[config.mk]
export PLATFORM = sky130hd
export DESIGN_NAME = alu_pipe_flat
export DESIGN_NICKNAME = d
export VERILOG_FILES = /design/src/rtl/alu_pipe_pkg.sv /design/src/rtl/alu_pipe_if.sv /design/src/rtl/alu_pipe_core.sv /design/src/rtl/alu_pipe.sv /design/src/flat_wrapper.sv
export SDC_FILE = /design/constraint.sdc
export NUM_CORES = 1
export LEC_CHECK = 0
export CAP_MARGIN = 20
export CORE_ASPECT_RATIO = 0.5
export CORE_UTILIZATION = 59
export DETAILED_ROUTE_END_ITERATION = 8
export PLACE_DENSITY_LB_ADDON = 0.2
export RECOVER_POWER = 25
export SYNTH_ARGS = -nofsm -noshare
export SYNTH_HDL_FRONTEND = slang
export SYNTH_SLANG_ARGS = --single-unit
[constraint.sdc]
create_clock -name clk -period 8.2 [get_ports clk]
set_input_delay 1.23 -clock clk [delete_from_list [all_inputs] [get_ports clk]]
set_output_delay 1.23 -clock clk [all_outputs]
set_load 0.005 [all_outputs]
[src/rtl/alu_pipe_pkg.sv]
// Shared definitions for the pipelined ALU: op-code encodings and FSM states.
// Optional SLL support is selected with the ALU_PIPE_SHIFT_EN macro.
package alu_pipe_pkg;

    localparam logic [2:0] ALU_AND = 3'b000;
    localparam logic [2:0] ALU_OR  = 3'b001;
    localparam logic [2:0] ALU_ADD = 3'b010;
    localparam logic [2:0] ALU_XOR = 3'b011;
    localparam logic [2:0] ALU_NOR = 3'b100;
    localparam logic [2:0] ALU_SLL = 3'b101;
    localparam logic [2:0] ALU_SUB = 3'b110;
    localparam logic [2:0] ALU_SLT = 3'b111;

    typedef enum logic [0:0] {
        S_IDLE  = 1'b0,
        S_SHIFT = 1'b1
    } state_t;

endpackage

[src/rtl/alu_pipe_if.sv]
// Operand/result handshake bundle of the pipelined ALU.
// master: operand producer / result consumer side. slave: the ALU.
interface alu_pipe_if #(
    parameter int WIDTH = 32
);
    logic             in_valid;
    logic             in_ready;
    logic [WIDTH-1:0] in1;
    logic [WIDTH-1:0] in2;
    logic [2:0]       op;
    logic             out_valid;
    logic             out_ready;
    logic [WIDTH-1:0] result;
    logic             carryout;
    logic             overflow;
    logic             zero;

    modport master (
        output in_valid, in1, in2, op, out_ready,
        input  in_ready, out_valid, result, carryout, overflow, zero
    );

    modport slave (
        input  in_valid, in1, in2, op, out_ready,
        output in_ready, out_valid, result, carryout, overflow, zero
    );
endinterface

[src/rtl/alu_pipe_core.sv]
// Combinational logic/adder unit for all single-cycle ALU operations.
// SUB and SLT share the adder as in1 + ~in2 + 1; SLL yields zero here
// (the shifter lives in alu_pipe).
module alu_core
    import alu_pipe_pkg::*;
#(
    parameter int WIDTH = 32
) (
    input  logic [WIDTH-1:0] in1,
    input  logic [WIDTH-1:0] in2,
    input  logic [2:0]       op,
    output logic [WIDTH-1:0] res,
    output logic             cout,
    output logic             ovf
);
    logic             sub_s;
    logic [WIDTH-1:0] b_s;
    logic [WIDTH:0]   sum_s;
    logic             v_s;

    assign sub_s = (op == ALU_SUB) || (op == ALU_SLT);
    assign b_s   = sub_s ? ~in2 : in2;
    assign sum_s = {1'b0, in1} + {1'b0, b_s} + {{WIDTH{1'b0}}, sub_s};
    // Signed overflow: both adder inputs share a sign that the sum does not.
    assign v_s   = (in1[WIDTH-1] == b_s[WIDTH-1]) && (sum_s[WIDTH-1] != in1[WIDTH-1]);

    // Select the operation result and its flags.
    always_comb begin
        res  = '0;
        cout = 1'b0;
        ovf  = 1'b0;
        case (op)
            ALU_AND: res = in1 & in2;
            ALU_OR:  res = in1 | in2;
            ALU_XOR: res = in1 ^ in2;
            ALU_NOR: res = ~(in1 | in2);
            ALU_ADD, ALU_SUB: begin
                res  = sum_s[WIDTH-1:0];
                cout = sum_s[WIDTH];
                ovf  = v_s;
            end
            ALU_SLT: begin
                res  = {{(WIDTH-1){1'b0}}, sum_s[WIDTH-1] ^ v_s};
                cout = sum_s[WIDTH];
            end
            ALU_SLL: res = '0;
            default: res = '0;
        endcase
    end
endmodule

[src/rtl/alu_pipe.sv]
// Registered ALU with valid/ready handshakes on both sides.
// Define ALU_PIPE_SHIFT_EN to build the multi-cycle SLL (SHIFT state and
// counter); otherwise op=101 completes in one cycle with a zero result.
// reset asserts asynchronously and is expected to be released synchronously.
module alu_pipe
    import alu_pipe_pkg::*;
#(
    parameter int WIDTH = 32
) (
    input  logic       clk,
    input  logic       reset,
    alu_pipe_if.slave  bus
);
    localparam int SH_W = $clog2(WIDTH);

    logic             idle_s;
    logic             accept_s;
    logic             start_shift_s;
    logic             shift_done_s;
    logic [WIDTH-1:0] shift_res_s;
    logic [WIDTH-1:0] single_res_s;
    logic [WIDTH-1:0] core_res_s;
    logic             core_cout_s;
    logic             core_ovf_s;

    logic [WIDTH-1:0] result_q, result_d;
    logic             out_valid_q, out_valid_d;
    logic             carryout_q, carryout_d;
    logic             overflow_q, overflow_d;
    logic             zero_q, zero_d;

    alu_core #(.WIDTH(WIDTH)) u_core (
        .in1  (bus.in1),
        .in2  (bus.in2),
        .op   (bus.op),
        .res  (core_res_s),
        .cout (core_cout_s),
        .ovf  (core_ovf_s)
    );

    assign bus.in_ready = idle_s && (!out_valid_q || bus.out_ready);
    assign accept_s     = bus.in_valid && bus.in_ready;

`ifdef ALU_PIPE_SHIFT_EN
    state_t           state_q, state_d;
    logic [WIDTH-1:0] sh_q, sh_d;
    logic [SH_W-1:0]  cnt_q, cnt_d;
    logic [SH_W-1:0]  amt_s;

    assign amt_s        = bus.in2[SH_W-1:0];
    assign idle_s       = (state_q == S_IDLE);
    // A zero-amount SLL is handled as a single-cycle pass-through of in1.
    assign single_res_s = (bus.op == ALU_SLL) ? bus.in1 : core_res_s;

    // Shift FSM: latch operand/count on start, shift one bit per cycle.
    always_comb begin
        state_d       = state_q;
        sh_d          = sh_q;
        cnt_d         = cnt_q;
        start_shift_s = 1'b0;
        shift_done_s  = 1'b0;
        shift_res_s   = {sh_q[WIDTH-2:0], 1'b0};
        case (state_q)
            S_IDLE: begin
                if (accept_s && (bus.op == ALU_SLL) && (amt_s != '0)) begin
                    start_shift_s = 1'b1;
                    state_d       = S_SHIFT;
                    sh_d          = bus.in1;
                    cnt_d         = amt_s;
                end else begin
                    state_d = S_IDLE;
                end
            end
            S_SHIFT: begin
                sh_d  = shift_res_s;
                cnt_d = cnt_q - SH_W'(1);
                if (cnt_q == SH_W'(1)) begin
                    shift_done_s = 1'b1;
                    state_d      = S_IDLE;
                end else begin
                    state_d = S_SHIFT;
                end
            end
            default: state_d = S_IDLE;
        endcase
    end

    // Shift FSM state, working operand and remaining count.
    always_ff @(posedge clk or posedge reset) begin
        if (reset) begin
            state_q <= S_IDLE;
            sh_q    <= '0;
            cnt_q   <= '0;
        end else begin
            state_q <= state_d;
            sh_q    <= sh_d;
            cnt_q   <= cnt_d;
        end
    end
`else
    assign idle_s        = 1'b1;
    assign start_shift_s = 1'b0;
    assign shift_done_s  = 1'b0;
    assign shift_res_s   = '0;
    assign single_res_s  = core_res_s;
`endif

    // Output bundle: hold under backpressure, load on accept or shift completion.
    always_comb begin
        out_valid_d = out_valid_q && !bus.out_ready;
        result_d    = result_q;
        carryout_d  = carryout_q;
        overflow_d  = overflow_q;
        if (shift_done_s) begin
            out_valid_d = 1'b1;
            result_d    = shift_res_s;
            carryout_d  = 1'b0;
            overflow_d  = 1'b0;
        end else if (accept_s && !start_shift_s) begin
            out_valid_d = 1'b1;
            result_d    = single_res_s;
            carryout_d  = core_cout_s;
            overflow_d  = core_ovf_s;
        end else begin
            out_valid_d = out_valid_q && !bus.out_ready;
        end
        zero_d = (result_d == '0);
    end

    // Output registers.
    always_ff @(posedge clk or posedge reset) begin
        if (reset) begin
            out_valid_q <= 1'b0;
            result_q    <= '0;
            carryout_q  <= 1'b0;
            overflow_q  <= 1'b0;
            zero_q      <= 1'b1;
        end else begin
            out_valid_q <= out_valid_d;
            result_q    <= result_d;
            carryout_q  <= carryout_d;
            overflow_q  <= overflow_d;
            zero_q      <= zero_d;
        end
    end

    assign bus.out_valid = out_valid_q;
    assign bus.result    = result_q;
    assign bus.carryout  = carryout_q;
    assign bus.overflow  = overflow_q;
    assign bus.zero      = zero_q;
endmodule

[src/flat_wrapper.sv]
// flat-port wrapper written by rule: the top's interface ports become plain ports
module alu_pipe_flat import alu_pipe_pkg::*;
#(
    parameter int WIDTH = 32
)
  (clk, reset, bus_in_valid, bus_in1, bus_in2, bus_op, bus_out_ready, bus_in_ready, bus_out_valid, bus_result, bus_carryout, bus_overflow, bus_zero);
  alu_pipe_if #(.WIDTH(WIDTH)) bus_i ();
  input  logic clk;
  input  logic reset;
  input wire logic [$bits(bus_i.in_valid)-1:0] bus_in_valid;
  input wire logic [$bits(bus_i.in1)-1:0] bus_in1;
  input wire logic [$bits(bus_i.in2)-1:0] bus_in2;
  input wire logic [$bits(bus_i.op)-1:0] bus_op;
  input wire logic [$bits(bus_i.out_ready)-1:0] bus_out_ready;
  output wire logic [$bits(bus_i.in_ready)-1:0] bus_in_ready;
  output wire logic [$bits(bus_i.out_valid)-1:0] bus_out_valid;
  output wire logic [$bits(bus_i.result)-1:0] bus_result;
  output wire logic [$bits(bus_i.carryout)-1:0] bus_carryout;
  output wire logic [$bits(bus_i.overflow)-1:0] bus_overflow;
  output wire logic [$bits(bus_i.zero)-1:0] bus_zero;
  assign bus_i.in_valid = bus_in_valid;
  assign bus_i.in1 = bus_in1;
  assign bus_i.in2 = bus_in2;
  assign bus_i.op = bus_op;
  assign bus_i.out_ready = bus_out_ready;
  assign bus_in_ready = bus_i.in_ready;
  assign bus_out_valid = bus_i.out_valid;
  assign bus_result = bus_i.result;
  assign bus_carryout = bus_i.carryout;
  assign bus_overflow = bus_i.overflow;
  assign bus_zero = bus_i.zero;
  alu_pipe #(.WIDTH(WIDTH)) u_core (.clk(clk), .reset(reset), .bus(bus_i));
endmodule
==> impl_metrics.csv, run 1 <==
group,metric,value,unit
status,status,"complete, but fails checks",
status,failed_checks,"capacitance limit, slew limit",
sta,final-hold-violation-count,0,
routing,ant_nets,0,
synthesis,yosysWarnings,0,
synthesis,async_flop_share,100,%
synthesis,synth_top_area_cell,"ha_1",
worst_setup_path,cp-end-kind,"flop",
die,ios,108,
sta,finClkSkew,5.83,ps
routing,drt-initial-drc-count,557,
synthesis,synth_cell_types,70,
die,num_rows,25,
clock_tree,cts_max_level,2,
clock_tree,tritoncts,"built",
routing,drt-total-wl,19500,um
synthesis,synth_top_area_share,21.9,%
synthesis,ys_seq_area_share,15.3,%
sta,slew_headroom,-56.9,%
synthesis,ys_seq_elements,36,
sta,tns,0,ps
final_layout,area_growth,22.2,%
placement,io_buffers,107,
synthesis,syn_nets,936,
final_layout,drive_gt1_share,3.88,%
synthesis,dominantRegCellSynth,"dfrtp_1",
final_layout,layout_common_cells,"clkdlybuf4s50_1, ha_1, inv_1, nand2_1",
clock_tree,cts_buffers,5,
worst_setup_path,critPathLaunchType,"input port",
clock_tree,cts_resized,0,
worst_setup_path,reg2reg_depth,9,
worst_setup_path,crit_end,"u_core.bus.zero",
die,core_area,0.00957,mm^2
worst_setup_path,reg2reg_from,"u_core.bus.out_valid",
sta,clock.fmax,168,MHz
sta,rsz0062_at_grt,"false",
clock_tree,cts-root-buf,"clkbuf_16",
min_path,hold_path.class,"reg2reg",
clock_tree,clock-sinks,36,
global_route,grt_max_degree,42,
worst_setup_path,crit_required,8420,ps
clock_tree,postCtsSetupRepairBufs,0,
final_layout,diodes,0,
final_layout,final_cell_area,0.00721,mm^2
die,die_area,0.0104,mm^2
sta,whs,493,ps
sta,report.final.slew_viol_count,37,
clock_tree,holdBufCountCts,0,
clock_tree,cts_max_path_buffers,2,
placement,dp_cells,978,
die,initial_core_util,61.6,%
worst_setup_path,crit_start,"bus_op[2]",
placement,gp_congestion,1.03,
global_route,grt_antenna_before_repair,1,
run,cap_violations,1,
worst_setup_path,critPathKind,"in2reg",
routing,drc_errors,0,
worst_setup_path,worst-r2r-setup-slack,4750,ps
die,die_y,72.7,um
routing,post_drt_wl_per_cell,19.7,um
worst_setup_path,slowest_delay,500,ps
worst_setup_path,path_cells,"clkdlybuf4s50_1 > nand2_2 > buf_4 > xnor2_1 > ha_1 > a21oi_1 > o21ai_0 > a31oi_1 > a21oi_1 > nor2_1 > mux2_1 > or3_1 > or4_1 > or4_1 > nor3_2",
global_route,grt_pass1_vias,5695,
global_route,overflow,0,
pwr,p_leak,3.38,nW
pwr,ir_drop,0.108,mV
synthesis,syn_area,0.00589,mm^2
die,die_w,143,um
routing,num_vias,6111,
final_layout,layout_commonest_cell,"clkdlybuf4s50_1",
sta,setup_viol,0,
synthesis,synthTopCellsByArea,"ha_1, dfrtp_1, inv_1",
clock_tree,clk_pin_slew,70,ps
synthesis,synthCells,761,
clock_tree,clock_latency,290,ps
routing,firstDrtPassIters,8,
final_layout,final_core_util,75.3,%
sta,fin_crit,5960,ps
synthesis,avgSynthCellArea,7.75,um^2
routing,vias_per_cell,6.20,
sta,worst_pin_slew,2350,ps
sta,finalCritPeriodShare,72.7,%
placement,detailed_place.area,0.00707,mm^2
worst_setup_path,path_max_fanout,17,
worst_setup_path,cp_slowest_cell,"or4_1",
worst_setup_path,cp.arrival,6180,ps
worst_setup_path,reg2reg_to,"u_core.bus.zero",
placement,dp_hpwl,14800,um
final_layout,layout.nets,1025,
global_route,grtUsageTotal,37.5,%
final_layout,fin_cells,986,
pwr,power_density,135,mW/mm^2
synthesis,synth_edf_count,0,
global_route,grt_pass1_wl,29600,um
==> worst min path at each step <==
| stage | start | endpoint | cells past startpoint | slack, ps |
|---|---|---|---|---|
| after floorplan | u_core.bus.carryout | u_core.bus.carryout | 2 | 470 |
| after global placement | u_core.bus.overflow | u_core.bus.overflow | 2 | 480 |
| after detailed placement | u_core.bus.carryout | u_core.bus.carryout | 2 | 470 |
| after CTS | u_core.bus.carryout | u_core.bus.carryout | 2 | 490 |
| after global routing | u_core.bus.overflow | u_core.bus.overflow | 2 | 530 |
| final | u_core.bus.carryout | u_core.bus.carryout | 2 | 490 |
==> kinds of logic (layout without fill, tap and decap cells) <==
logic type | Yosys count | count (layout) | share of synthesized area [%]
simple gates | 180 | 180 | 14.8
xor+xnor | 51 | 51 | 7.58
compound gates | 216 | 216 | 24.6
buf+inv | 137 | 227 | 9.23
fa+ha+maj | 104 | 104 | 22.2
flops | 36 | 36 | 15.3
mux | 37 | 37 | 6.30
==> stage by stage <==
| step | total power, mW | worst slack [ps] |
|---|---|---|
| floorplan | 0.550 | 2180 |
| global placement | 0.752 | 2100 |
| detailed placement | 0.761 | 2000 |
| CTS | 0.964 | 2300 |
| global route | 1.03 | 1920 |
| finish | 0.975 | 2240 |
==> where the power goes <==
group          total (mW)  internal (mW)  switching (mW)
Combinational       0.544          0.248           0.296
Clock               0.202          0.114          0.0876
Sequential          0.229          0.210          0.0194
==> flip-flops by register name (all words and copies together) (netlist names) <==
name / flops
u_core.bus.result: 32
u_core.bus.out_valid: 1
u_core.bus.overflow: 1
u_core.bus.zero: 1
u_core.bus.carryout: 1
==> metal layers <==
layer	track usage, %	vias to the layer above	part of all wire [%]
li1	-	2877	-
met1	50.3	2864	44
met2	59.8	324	43
met3	9.78	46	11
met4	10.6	0	2.3
met5	0	-	0
==> worst max-delay path: cells and delay by family <==
family	cells	cell delay, ps
AOI/OAI and AO/OA	4	1270
and+or+nand+nor	6	1950
buffers and inverters	2	890
xor gates and xnor gates	1	150
adders and majority gates	1	350
muxes	1	340
==> synth_stat cells, types with 5 or more instances <==
cell / instances
ha_1: 103
inv_1: 98
nand2_1: 63
a21oi_1: 43
o21ai_0: 43
nor2_1: 39
xnor2_1: 39
mux2i_1: 36
dfrtp_1: 35
clkbuf_1: 24
a22oi_1: 22
nor3_1: 14
o211ai_1: 14
xor2_1: 12
a31oi_1: 11
nand3_1: 11
a21o_1: 9
o22ai_1: 8
or3_1: 8
o21a_1: 7
a211oi_1: 6
buf_2: 6
nand4_1: 6
a21boi_0: 5
a221o_1: 5
and3_1: 5
buf_1: 5
nor2b_1: 5
==> area by class of cell <==
class                           count  area [um^2]
Sequential cell                    36          902
Multi-Input combinational cell    588         4460
Timing Repair Buffer              120         1160
Tap cell                          135          169
Clock buffer                        7          133
Fill cell                         753         2370
Clock inverter                      1         8.76
Inverter                           99          372
No activity file was read; power rests on OpenSTA's default activity.
==> inputs of run 2 (changes only) <==
CORE_UTILIZATION = 50   (was 59)
clock period = 5.44 ns   (was 8.2 ns; I/O delays follow)
==> impl_metrics.csv, run 2 (synthesis results as in run 1) <==
group,metric,value,unit
placement,dp_hpwl,15700,um
routing,drc_errors,0,
clock_tree,clock_latency,290,ps
die,num_rows,27,
global_route,grt_max_degree,41,
final_layout,layout_commonest_cell,"clkdlybuf4s50_1",
final_layout,largest_register_ffs,32,
final_layout,layout_common_cells,"clkdlybuf4s50_1, ha_1, inv_1, nand2_1",
worst_setup_path,cp-end-kind,"flop",
global_route,grt_antenna_before_repair,1,
sta,slew_headroom,-63.7,%
routing,drt-initial-drc-count,475,
sta,rsz0062_at_grt,"false",
clock_tree,cts_max_path_buffers,2,
routing,post_drt_wl_per_cell,19.5,um
routing,num_vias,6092,
worst_setup_path,crit_required,5650,ps
sta,finClkSkew,3.98,ps
global_route,grtUsageTotal,33.3,%
die,core_area,0.0112,mm^2
worst_setup_path,worst-r2r-setup-slack,1930,ps
die,ios,108,
final_layout,fill_cells,1017,
sta,worst_pin_slew,2460,ps
clock_tree,cts-root-buf,"clkbuf_16",
worst_setup_path,path_max_fanout,14,
worst_setup_path,critPathKind,"in2reg",
sta,finalCritPeriodShare,94.6,%
die,die_y,78.8,um
global_route,grt_pass1_vias,5711,
clock_tree,cts_buffers,5,
final_layout,layout.nets,1038,
min_path,hold_path.class,"reg2reg",
routing,firstDrtPassIters,5,
run,cap_violations,1,
final_layout,drive_gt1_share,5.56,%
sta,setup_ws,296,ps
routing,drt-total-wl,19900,um
sta,fin_crit,5140,ps
status,status,"complete, but fails checks",
routing,ant_nets,0,
pwr,total_power,1.49,mW
placement,gp_congestion,1.01,
clock_tree,holdBufCountCts,0,
clock_tree,clk_pin_slew,60,ps
placement,dp_slack,71.3,ps
worst_setup_path,cp.arrival,5360,ps
pwr,p_leak,3.45,nW
routing,vias_per_cell,5.95,
die,initial_core_util,52.6,%
clock_tree,tritoncts,"built",
sta,clock.fmax,194,MHz
sta,final-hold-violation-count,0,
global_route,overflow,0,
sta,tns,0,ps
status,failed_checks,"capacitance limit, slew limit",
worst_setup_path,critPathLaunchType,"input port",
final_layout,area_growth,24.7,%
sta,report.final.slew_viol_count,37,
die,die_w,156,um
pwr,power_density,203,mW/mm^2
placement,io_buffers,107,
clock_tree,postCtsSetupRepairBufs,0,
sta,setup_viol,0,
die,die_area,0.0123,mm^2
clock_tree,cts_max_level,2,
pwr,ir_drop,0.120,mV
clock_tree,cts_resized,0,
clock_tree,clock-sinks,36,
global_route,grt_pass1_wl,31200,um
## run 2: cell type report
class | count | area [um^2] | share of cell area, %
diodes | 1 | 2.50 | 0.0340
clock buffers | 6 | 139 | 1.89
clock inverters | 2 | 10.0 | 0.136
inverters | 99 | 372 | 5.06
multi-input cells | 588 | 4460 | 60.6
flip-flops and latches | 36 | 902 | 12.3
well taps | 159 | 199 | 2.71
repair buffers | 133 | 1270 | 17.3
## run 2: routing by layer
layer | track usage (%) | vias to the layer above | share of wire [%]
met5 | 0 | - | 0
met4 | 5.10 | 0 | 0.73
met3 | 5.19 | 15 | 8.1
met2 | 51.6 | 269 | 42
met1 | 49.2 | 2897 | 49
li1 | - | 2911 | -
## run 2: report_power, final
part           switching (mW)  total [mW]  leakage [nW]  internal [mW]
sequential             0.0297       0.346         0.433          0.316
clock                   0.132       0.314        0.0766          0.181
combinational           0.450       0.832          2.94          0.382
total                   0.612        1.49          3.45          0.880
## run 2: worst max-delay path: stages
cell	delay, ps
clkdlybuf4s50_1	510
nand2_2	310
xnor2_1	350
ha_1	330
and3_1	230
and3_1	190
or3_4	420
o211a_1	320
nor2_2	190
xor2_1	280
o221ai_2	150
or4_1	540
or4_1	510
nor3_2	210
## run 2: path summary, 6_finish.rpt
path,to,startpoint,cells past startpoint
max in group asynchronous,u_core.bus.result[11],reset,3
worst min register to register,u_core.bus.carryout,u_core.bus.carryout,2
worst max-delay path,u_core.bus.zero,bus_op[2],14
worst min-delay path,u_core.bus.carryout,u_core.bus.carryout,2
min in group asynchronous,u_core.bus.result[28],reset,3
worst max register to register,u_core.bus.zero,u_core.bus.out_valid,10
## run 2: metrics by stage
step | utilization (%) | hold WS, ps | instances | area (um^2)
after floorplan | - | 467 | 761 | 5900
after global placement | 64.2 | 472 | 1015 | 7200
after detailed placement | 64.2 | 470 | 1015 | 7200
after CTS | 65.5 | 485 | 1023 | 7350
after global routing | 65.5 | 538 | 1023 | 7350
final | 65.5 | 487 | 1024 | 7350
